`src/rtl/boot_loader_pkg.sv`:
```
// Shared types and constants for the byte-stream instruction-memory loader.
package boot_loader_pkg;

  localparam int unsigned BYTE_W = 8;
  localparam int unsigned LEN_W  = 16;
  localparam int unsigned WORD_W = 32;
  localparam int unsigned ADDR_W = 32;
  localparam int unsigned WE_W   = 4;
  localparam int unsigned LANE_W = 2;

  localparam logic [BYTE_W-1:0] DEFAULT_MAGIC = 8'hA5;

  typedef enum logic [2:0] {
    ST_IDLE,
    ST_LEN0,
    ST_LEN1,
    ST_DATA,
    ST_WRITE,
    ST_CSUM,
    ST_DONE,
    ST_ERR
  } state_e;

endpackage

```
`src/rtl/boot_loader_if.sv`:
```
// Byte-stream input and BRAM port-B write bus of the loader.
interface boot_loader_if;
  import boot_loader_pkg::*;

  logic [BYTE_W-1:0] rx_data_i;
  logic              rx_valid_i;
  logic              rx_ready_o;
  logic              enb_o;
  logic [WE_W-1:0]   web_o;
  logic [ADDR_W-1:0] addrb_o;
  logic [WORD_W-1:0] dinb_o;

  modport slave (
    input  rx_data_i, rx_valid_i,
    output rx_ready_o, enb_o, web_o, addrb_o, dinb_o
  );

  modport master (
    output rx_data_i, rx_valid_i,
    input  rx_ready_o, enb_o, web_o, addrb_o, dinb_o
  );
endinterface

```
`src/rtl/boot_loader_word_pack.sv`:
```
// Packs four consecutive bytes into a little-endian 32-bit word.
module boot_loader_word_pack
  import boot_loader_pkg::*;
(
  input  logic              clk,
  input  logic              rst,
  input  logic              clear,
  input  logic              push,
  input  logic [BYTE_W-1:0] byte_in,
  output logic              full_c,
  output logic [WORD_W-1:0] word_c
);

  logic [LANE_W-1:0] lane;
  logic [WORD_W-1:0] shreg;

  // Bytes enter at the top and shift down, so the first byte ends in [7:0].
  always_ff @(posedge clk) begin
    if (rst || clear) begin
      lane  <= '0;
      shreg <= '0;
    end else if (push) begin
      lane  <= lane + LANE_W'(1);
      shreg <= {byte_in, shreg[WORD_W-1:BYTE_W]};
    end
  end

  always_comb begin
    full_c = push && (lane == LANE_W'(3));
    word_c = {byte_in, shreg[WORD_W-1:BYTE_W]};
  end

endmodule

```
`src/rtl/boot_loader.sv`:
```
// Frame parser that writes an image into BRAM port B and holds the core in
// reset until the image checksum has been verified.
module boot_loader
  import boot_loader_pkg::*;
#(
  parameter logic [ADDR_W-1:0] BASE_ADDR = 32'h0000_0000,
  parameter int unsigned       MAX_WORDS = 4096,
  parameter logic [BYTE_W-1:0] MAGIC     = DEFAULT_MAGIC
) (
  input  logic          clk,
  input  logic          rst,
  boot_loader_if.slave  bus,
  output logic          core_rst_o,
  output logic          done_o,
  output logic          err_o
);

  state_e             state;
  logic [BYTE_W-1:0]  len_lo;
  logic [LEN_W-1:0]   count;
  logic [BYTE_W-1:0]  sum;
  logic [ADDR_W-1:0]  addr_q;
  logic [WORD_W-1:0]  din_q;
  logic               enb_q;
  logic [WE_W-1:0]    web_q;

  logic               ready_c;
  logic               accept_c;
  logic               start_c;
  logic               push_c;
  logic [LEN_W-1:0]   frame_len_c;
  logic               pack_full_c;
  logic [WORD_W-1:0]  pack_word_c;

  // Handshake decode; a magic byte restarts from any resting state.
  always_comb begin
    ready_c     = (state != ST_WRITE);
    accept_c    = bus.rx_valid_i && ready_c;
    start_c     = accept_c && (bus.rx_data_i == MAGIC) &&
                  ((state == ST_IDLE) || (state == ST_DONE) || (state == ST_ERR));
    push_c      = accept_c && (state == ST_DATA);
    frame_len_c = {bus.rx_data_i, len_lo};
  end

  boot_loader_word_pack u_word_pack (
    .clk     (clk),
    .rst     (rst),
    .clear   (start_c),
    .push    (push_c),
    .byte_in (bus.rx_data_i),
    .full_c  (pack_full_c),
    .word_c  (pack_word_c)
  );

  always_ff @(posedge clk) begin
    if (rst) begin
      state      <= ST_IDLE;
      len_lo     <= '0;
      count      <= '0;
      sum        <= '0;
      addr_q     <= BASE_ADDR;
      din_q      <= '0;
      enb_q      <= 1'b0;
      web_q      <= '0;
      core_rst_o <= 1'b1;
      done_o     <= 1'b0;
      err_o      <= 1'b0;
    end else begin
      enb_q <= 1'b0;
      web_q <= '0;
      case (state)
        ST_IDLE, ST_DONE, ST_ERR: begin
          if (start_c) begin
            state      <= ST_LEN0;
            err_o      <= 1'b0;
            done_o     <= 1'b0;
            core_rst_o <= 1'b1;
            addr_q     <= BASE_ADDR;
            sum        <= '0;
          end
        end
        ST_LEN0: begin
          if (accept_c) begin
            len_lo <= bus.rx_data_i;
            state  <= ST_LEN1;
          end
        end
        ST_LEN1: begin
          if (accept_c) begin
            count <= frame_len_c;
            if (frame_len_c == '0) begin
              state <= ST_CSUM;
            end else if (32'(frame_len_c) > MAX_WORDS) begin
              state      <= ST_ERR;
              err_o      <= 1'b1;
              core_rst_o <= 1'b1;
            end else begin
              state <= ST_DATA;
            end
          end
        end
        ST_DATA: begin
          if (accept_c) begin
            sum <= sum + bus.rx_data_i;
            if (pack_full_c) begin
              din_q <= pack_word_c;
              enb_q <= 1'b1;
              web_q <= '1;
              state <= ST_WRITE;
            end
          end
        end
        // Write strobe is visible this cycle; advance address for the next word.
        ST_WRITE: begin
          addr_q <= addr_q + ADDR_W'(4);
          count  <= count - LEN_W'(1);
          state  <= (count == LEN_W'(1)) ? ST_CSUM : ST_DATA;
        end
        ST_CSUM: begin
          if (accept_c) begin
            if (bus.rx_data_i == sum) begin
              state      <= ST_DONE;
              done_o     <= 1'b1;
              core_rst_o <= 1'b0;
            end else begin
              state      <= ST_ERR;
              err_o      <= 1'b1;
              core_rst_o <= 1'b1;
            end
          end
        end
        default: state <= ST_IDLE;
      endcase
    end
  end

  assign bus.rx_ready_o = ready_c;
  assign bus.enb_o      = enb_q;
  assign bus.web_o      = web_q;
  assign bus.addrb_o    = addr_q;
  assign bus.dinb_o     = din_q;

endmodule

```
`src/flat_wrapper.sv`:
```
// flat-port wrapper written by rule: the top's interface ports become plain ports
module boot_loader_flat import boot_loader_pkg::*;
#(
  parameter logic [ADDR_W-1:0] BASE_ADDR = 32'h0000_0000,
  parameter int unsigned       MAX_WORDS = 4096,
  parameter logic [BYTE_W-1:0] MAGIC     = DEFAULT_MAGIC
)
  (clk, rst, core_rst_o, done_o, err_o, bus_rx_data_i, bus_rx_valid_i, bus_rx_ready_o, bus_enb_o, bus_web_o, bus_addrb_o, bus_dinb_o);
  boot_loader_if bus_i ();
  input  logic clk;
  input  logic rst;
  output logic core_rst_o;
  output logic done_o;
  output logic err_o;
  input wire logic [$bits(bus_i.rx_data_i)-1:0] bus_rx_data_i;
  input wire logic [$bits(bus_i.rx_valid_i)-1:0] bus_rx_valid_i;
  output wire logic [$bits(bus_i.rx_ready_o)-1:0] bus_rx_ready_o;
  output wire logic [$bits(bus_i.enb_o)-1:0] bus_enb_o;
  output wire logic [$bits(bus_i.web_o)-1:0] bus_web_o;
  output wire logic [$bits(bus_i.addrb_o)-1:0] bus_addrb_o;
  output wire logic [$bits(bus_i.dinb_o)-1:0] bus_dinb_o;
  assign bus_i.rx_data_i = bus_rx_data_i;
  assign bus_i.rx_valid_i = bus_rx_valid_i;
  assign bus_rx_ready_o = bus_i.rx_ready_o;
  assign bus_enb_o = bus_i.enb_o;
  assign bus_web_o = bus_i.web_o;
  assign bus_addrb_o = bus_i.addrb_o;
  assign bus_dinb_o = bus_i.dinb_o;
  boot_loader #(.BASE_ADDR(BASE_ADDR), .MAX_WORDS(MAX_WORDS), .MAGIC(MAGIC)) u_core (.clk(clk), .rst(rst), .bus(bus_i), .core_rst_o(core_rst_o), .done_o(done_o), .err_o(err_o));
endmodule
```
`config.mk`:
```
export PLATFORM = sky130hd
export DESIGN_NAME = boot_loader_flat
export DESIGN_NICKNAME = d
export VERILOG_FILES = /design/src/rtl/boot_loader_pkg.sv /design/src/rtl/boot_loader_if.sv /design/src/rtl/boot_loader_word_pack.sv /design/src/rtl/boot_loader.sv /design/src/flat_wrapper.sv
export SDC_FILE = /design/constraint.sdc
export NUM_CORES = 1
export LEC_CHECK = 0
export BUFFER_PORTS_ARGS = -buffer_cell sky130_fd_sc_hd__buf_4
export CORE_MARGIN = 2
export CORE_UTILIZATION = 35
export CTS_CLUSTER_DIAMETER = 50
export CTS_CLUSTER_SIZE = 20
export DETAILED_ROUTE_END_ITERATION = 7
export MAX_ROUTING_LAYER = met4
export PLACE_DENSITY_LB_ADDON = 0.2
export SLEW_MARGIN = 40
export SYNTH_ARGS = -nofsm -noshare
export SYNTH_HDL_FRONTEND = slang
export SYNTH_HIERARCHICAL = 1
export SYNTH_SLANG_ARGS = --single-unit
```
`constraint.sdc`:
```
create_clock -name clk -period 2.8 [get_ports clk]
set_input_delay 0.42 -clock clk [delete_from_list [all_inputs] [get_ports clk]]
set_output_delay 0.42 -clock clk [all_outputs]
set_load 0.05 [all_outputs]
```
==> results of run 1 <==
## cells in the final DEF (no fill, tap or decap), types with 3 or more instances in the layout
master | netlist | final
dfxtp_1 | 127 | 127
a21o_1 | 3 | 3
o31ai_1 | 5 | 5
a31oi_1 | 4 | 4
inv_1 | 14 | 14
nor2_1 | 78 | 77
or4_1 | 5 | 5
ha_1 | 11 | 11
o211ai_1 | 12 | 12
and2_1 | 3 | 3
nand2b_1 | 4 | 4
a21oi_1 | 78 | 78
xor2_1 | 10 | 10
or3_1 | 14 | 14
mux2_2 | 6 | 6
o21ai_0 | 15 | 15
nand3_1 | 25 | 25
and4_1 | 3 | 3
nor4_1 | 4 | 4
o22ai_1 | 4 | 3
xnor2_1 | 4 | 4
a2111oi_0 | 3 | 3
a31o_2 | 6 | 6
or2_2 | 3 | 3
o311ai_0 | 3 | 3
mux2i_1 | 35 | 35
nor3_1 | 24 | 24
nand4_1 | 12 | 12
clkinvlp_4 | 0 | 4
buf_4 | 15 | 99
nand2_1 | 100 | 100
clkinv_4 | 0 | 3
clkbuf_16 | 0 | 17
## Yosys cell counts, drive strengths merged (2+ instances only)
cell type / instances
nand2b: 4
nor3: 25
and4: 3
dfxtp: 127
nand2: 100
ha: 11
o31ai: 5
nand4: 12
inv: 14
xnor2: 4
or3: 14
a211oi: 2
nor2: 79
nand3: 25
or2: 5
or4: 5
o22ai: 4
and2: 3
o311ai: 3
o21ai: 15
nor3b: 2
a31o: 6
and3: 2
nor4: 4
xor2: 10
o211ai: 12
mux2: 6
a2111oi: 3
a21oi: 78
a21o: 3
mux2i: 35
clkbuf: 30
a31oi: 4
buf: 23
## metal layers
metal / GRT usage (%) / vias up / wire length, µm
li1: - / 2569 / -
met1: 23.3 / 2462 / 7050
met2: 27.1 / 127 / 6880
met3: 5.21 / 23 / 792
met4: 5.85 / 0 / 263
met5: - / - / 0
## stage by stage
stage          hold slack (ns)  instance area, µm²  total power (µW)
5_1_grt                  0.303                7100              4910
3_5_place_dp             0.449                6540              2650
3_3_place_gp             0.448                6540              2630
4_1_cts                  0.303                7100              4730
6_report                 0.312                7100              4680
2_1_floorplan            0.431                5810              2480
## registers in the layout, summed over array words and instances (netlist names)
register                  count
u_core/state                  3
u_core/bus.addrb_o           30
u_core/u_word_pack/shreg     24
u_core/err_o                  1
u_core/bus.dinb_o            32
u_core/u_word_pack/lane       2
u_core/core_rst_o             1
u_core/sum                    8
u_core/bus.web_o              1
u_core/len_lo                 8
u_core/done_o                 1
u_core/count                 16
## critical path, cell delays in order (launching register included)
cell and delay [ns]:
dfxtp_1 0.41, and4_1 0.23, nand3_1 0.18, or4_1 0.69
or4_1 0.47, or2_0 0.22, a21oi_1 0.14
## power by group through the flow
stage / clock network (µW) / logic, µW / registers [µW]
final: 2060 / 680 / 1940
after detailed placement: 0 / 673 / 1980
after CTS: 2110 / 675 / 1940
after floorplan: 0 / 503 / 1980
after global placement: 0 / 653 / 1970
after global routing: 2210 / 750 / 1950
## final cells by class
type,instances,share of cell area (%)
well taps,220,3.88
clock buffers,19,6.24
clock inverters,12,1.60
repair buffers,100,10.7
multi-input cells,500,41.0
inverters,14,0.740
flip-flops and latches,127,35.8
## worst min-delay path by stage
stage,start,endpoint,slack (ns)
2_1_floorplan,u_core/u_word_pack/shreg[13]$_SDFFE_PP0P_,u_core/bus.dinb_o[5]$_SDFFE_PP0P_,0.43
3_3_place_gp,u_core/bus.dinb_o[10]$_SDFFE_PP0P_,u_core/bus.dinb_o[10]$_SDFFE_PP0P_,0.45
3_5_place_dp,u_core/bus.dinb_o[12]$_SDFFE_PP0P_,u_core/bus.dinb_o[12]$_SDFFE_PP0P_,0.45
4_1_cts,bus_rx_data_i[5],u_core/bus.dinb_o[29]$_SDFFE_PP0P_,0.30
5_1_grt,bus_rx_data_i[2],u_core/bus.dinb_o[26]$_SDFFE_PP0P_,0.30
6_report,bus_rx_data_i[2],u_core/bus.dinb_o[26]$_SDFFE_PP0P_,0.31
## cells by family (layout without fill, tap and decap cells)
logic type / after synthesis / in the layout / share of synthesized area, %
simple gates: 287 / 287 / 22.9
compound gates: 144 / 144 / 14.9
flops: 127 / 127 / 43.8
buf+inv: 67 / 145 / 6.35
mux: 41 / 41 / 7.19
xor+xnor: 14 / 14 / 2.11
fa+ha+maj: 12 / 12 / 2.71
other cells: 1 / 2 / 0.0646
==> results.yml, run 1 <==
status:
  status: "complete, no violations"
route:
  viasPerCell: 5.22
  drtIter0Drc: 304
  routedWlPerCell_um: 15.1
  drc: 0
  finalWirelength_mm: 15.0
  drtAntennaViolNets: 0
  dr_total_vias: 5181
  firstDrtPassIters: 5
grt:
  gr-usage-all-layers_pct: 18.0
  first_global_vias: 4850
  grt_pass1_wl_mm: 24.8
  gr-total-overflow: 0
  antenna_found_initial: 0
  grt_max_degree: 39
logic_synthesis:
  synth_edf_count: 0
  netlist_top_cells_area: "dfxtp_1 (44%), a21oi_1 (6.7%), nand2_1 (6.5%), mux2i_1 (6.0%), nor2_1 (5.0%)"
  synth.top_cell.area_share_pct: 43.8
  ys_types: 58
  post_synth.cell_area_avg_um2: 8.38
  async_reset_ff_share_pct: 0
  synthesis.area_um2: 5810
  synth-seq-cells: 127
  netlist_instances: 693
  ys_seq_area_share_pct: 43.8
  synth_area_leader_cell: "dfxtp_1"
  ys_warn_count: 6
  synthFlopType: "dfxtp_1"
sta:
  rsz0062_at_grt: "false"
  slew_viol_final: 0
  relSlewSlack_pct: 58.7
  finalCritPeriodShare_pct: 85.7
  setup_viol: 0
  layout_setup_ws_ns: 0.400
  fin_tns_setup_ns: 0
  period_minus_slack_ns: 2.40
  max_freq_mhz: 417
  worst_pin_slew_ns: 0.615
  fin_worst_skew_ns: 0.00754
  hold_violations: 0
clocking:
  path_clk_slew_ns: 0.06
  post_cts_resized: 0
  cts_buffers: 17
  cts_tree: "done"
  cts-root-buf: "clkbuf_16"
  cts_max_level: 4
  postCtsHoldBufs: 0
  postCtsSetupBuffers: 0
  cts.sinks: 127
  clk-insertion-delay-late_ns: 0.42
  clockBufferDepth: 2
pwr:
  power_density_nw_per_um2: 660
  switching_share_pct: 28.3
  power_frac_seq_pct: 41.4
  combPwrFrac_pct: 14.5
  clkPwrFrac_pct: 44.0
  leakage_uw: 0.00265
  p_sw_uw: 1330
  p_int_uw: 3360
  irDropWorstVdd_uv: 461
die:
  rows: 47
  core_um2: 16400
  die_height_um: 133
  boundaryPins: 84
  die_area_um2: 17600
  start_util_pct: 35.4
  fp.dieW_um: 133
placed_design:
  port_buffers: 81
  dp_hpwl_mm: 10.8
  routabilityCongestion: 0.875
  pre_cts_ws_ns: 0.430
  dp_cells: 961
finish:
  antenna_cells: 0
  fin_cells: 992
  multi_input_area_um2: 2910
  layout.nets: 783
  final_core_util_pct: 43.3
  syn2layout_area_growth_pct: 22.2
  drive_gt1_share_pct: 19.7
  fillers: 1658
  ff_latch_area_um2: 2540
worst_setup_path:
  required_ns: 3.15
  crit_start: "u_core/bus.addrb_o[4]$_SDFFE_PP0P_"
  start_kind: "register"
  cp_max_fo: 8
  ff2ff_setup_slack_ns: 0.40
  crit_path_end_kind: "register"
  crit_type: "reg2reg"
  crit_arrival_ns: 2.75
  worstRegToRegCells: 6
  worstReg2RegStart: "u_core/bus.addrb_o[4]$_SDFFE_PP0P_"
  critPathCapture: "u_core/bus.addrb_o[31]$_SDFFE_PP0P_"
  r2r_end: "u_core/bus.addrb_o[31]$_SDFFE_PP0P_"
job:
  maxCapViolCount: 0
hold_path:
  hold_depth: 3
  min_path_type: "in2reg"
No activity file was read; power rests on OpenSTA's default activity.
==> run 2, diff against run 1 <==
Settings changed: CORE_UTILIZATION 35 to 24, SETUP_SLACK_MARGIN from default to 0.05.
==> run 2 against run 1 <==
Net effect:
- routed wire length rose by 7.7%
- clock skew up 0.0042 ns
- hold slack worse by 0.0023 ns
- via count down 1.7%
- first-iteration DRC count down 12%
- critical path depth is the same
- non-clock buffer count unchanged
- clock power rose by 4%
- register-to-register slack worse by 0.04 ns
- count of clock-buffer cells in the layout is 2 lower
- total power up 1.9%
==> results.yml, run 2 (synthesized netlist as in run 1, its figures left out) <==
pwr:
  power_density_nw_per_um2: 661
  irDropWorstVdd_uv: 260
  total_power_uw: 4780
  p_sw_uw: 1480
  clkPwrFrac_pct: 45.0
  combPwrFrac_pct: 14.2
  switching_share_pct: 31.0
  leakage_uw: 0.00265
  power_frac_seq_pct: 40.8
  p_int_uw: 3290
clocking:
  post_cts_resized: 0
  path_clk_slew_ns: 0.06
  cts_max_level: 4
  cts_tree: "done"
  clockBufferDepth: 2
  postCtsHoldBufs: 0
  cts_buffers: 17
  cts-root-buf: "clkbuf_16"
  cts.sinks: 127
  postCtsSetupBuffers: 0
  clk-insertion-delay-late_ns: 0.43
die:
  die_height_um: 160
  die_area_um2: 25500
  boundaryPins: 84
  fp.dieW_um: 160
  core_um2: 23600
  rows: 56
  start_util_pct: 24.6
worst_setup_path:
  cp_cell_sequence: "and4_1 -> nand3_1 -> or4_1 -> or4_1 -> or2_0 -> a21oi_1"
  worstReg2RegStart: "u_core/bus.addrb_o[4]$_SDFFE_PP0P_"
  crit_path_end_kind: "register"
  crit_arrival_ns: 2.79
  cp_slowest_stage_delay_ns: 0.70
  crit_start: "u_core/bus.addrb_o[4]$_SDFFE_PP0P_"
  crit_type: "reg2reg"
  cp_max_fo: 8
  critPathMostFrequentCell: "or4_1"
  critPathSlowestCell: "or4_1"
  start_kind: "register"
  required_ns: 3.16
finish:
  largest_register_ffs: 32
  layout.nets: 783
  final_cell_mix: "dfxtp_1 (127), buf_4 (100), nand2_1 (100)"
  fillers: 2530
  syn2layout_area_growth_pct: 24.4
  drive_gt1_share_pct: 19.8
  antenna_cells: 0
  stdcell_area_um2: 7230
  final_common_cell: "dfxtp_1"
  fin_cells: 1092
sta:
  hold_violations: 0
  max_freq_mhz: 410
  worst_pin_slew_ns: 0.769
  setup_viol: 0
  finalCritPeriodShare_pct: 87.1
  slew_viol_final: 0
  fin_tns_setup_ns: 0
  rsz0062_at_grt: "false"
  fin_worst_skew_ns: 0.0118
  hold_ws_ns: 0.310
  period_minus_slack_ns: 2.44
  relSlewSlack_pct: 48.7
placed_design:
  port_buffers: 81
  dp_cells: 1060
  dp_hpwl_mm: 11.1
  postPlaceCellArea_um2: 6650
  routabilityCongestion: 0.805
grt:
  gr-usage-all-layers_pct: 13.2
  grt_max_degree: 33
  antenna_found_initial: 0
  gr-total-overflow: 0
  grt_pass1_wl_mm: 26.3
  first_global_vias: 4821
job:
  maxCapViolCount: 0
route:
  routedWlPerCell_um: 14.8
  drtAntennaViolNets: 0
  drc: 0
  viasPerCell: 4.66
  drtIter0Drc: 269
  dr_total_vias: 5092
  finalWirelength_mm: 16.1
  firstDrtPassIters: 4
hold_path:
  min_path_type: "in2reg"
  holdCritStartpoint: "bus_rx_data_i[0]"
status:
  status: "complete, no violations"
## run 2: power groups by stage
stage | Sequential [µW] | Combinational, µW | Clock [µW]
after global routing | 1960 | 763 | 2280
final | 1950 | 679 | 2150
after floorplan | 1980 | 503 | 0
after CTS | 1950 | 686 | 2200
after global placement | 1990 | 686 | 0
after detailed placement | 1990 | 683 | 0
## run 2: area by class of cell
| type | count | area, µm² | share of cell area, % |
|---|---|---|---|
| clock buffers | 17 | 425 | 5.89 |
| well taps | 319 | 399 | 5.52 |
| flip-flops and latches | 127 | 2540 | 35.2 |
| repair buffers | 100 | 751 | 10.4 |
| inverters | 14 | 52.6 | 0.727 |
| clock inverters | 15 | 146 | 2.03 |
| multi-input cells | 500 | 2910 | 40.3 |
## run 2: critical path: cells and delay by family (launching register included)
family	cells	cell delay, ns
DFF	1	0.42
and+or+nand+nor	5	1.81
AOI/OAI and AO/OA	1	0.13
## run 2: per-layer routing
metal	routed length [µm]	GRT usage, %	share of wire [%]
met1	7820	17.1	48
met2	7440	20.0	46
met3	598	3.13	3.7
met4	271	4.63	1.7
met5	0	-	0
## run 2: final timing paths
check / endpoint / slack, ns / cells past startpoint
worst min-delay path: u_core/bus.dinb_o[24]$_SDFFE_PP0P_ / 0.31 / 3
worst min register to register: u_core/bus.dinb_o[3]$_SDFFE_PP0P_ / 0.46 / 2
worst max register to register: u_core/bus.addrb_o[31]$_SDFFE_PP0P_ / 0.36 / 6
worst max-delay path: u_core/bus.addrb_o[31]$_SDFFE_PP0P_ / 0.36 / 6
## run 2: through the flow
stage | utilization (%) | setup slack, ns
after global placement | 28.2 | 0.404
after detailed placement | 28.2 | 0.382
after CTS | 30.6 | 0.365
final | 30.6 | 0.362
after floorplan | - | 0.191
after global routing | 30.6 | 0.152
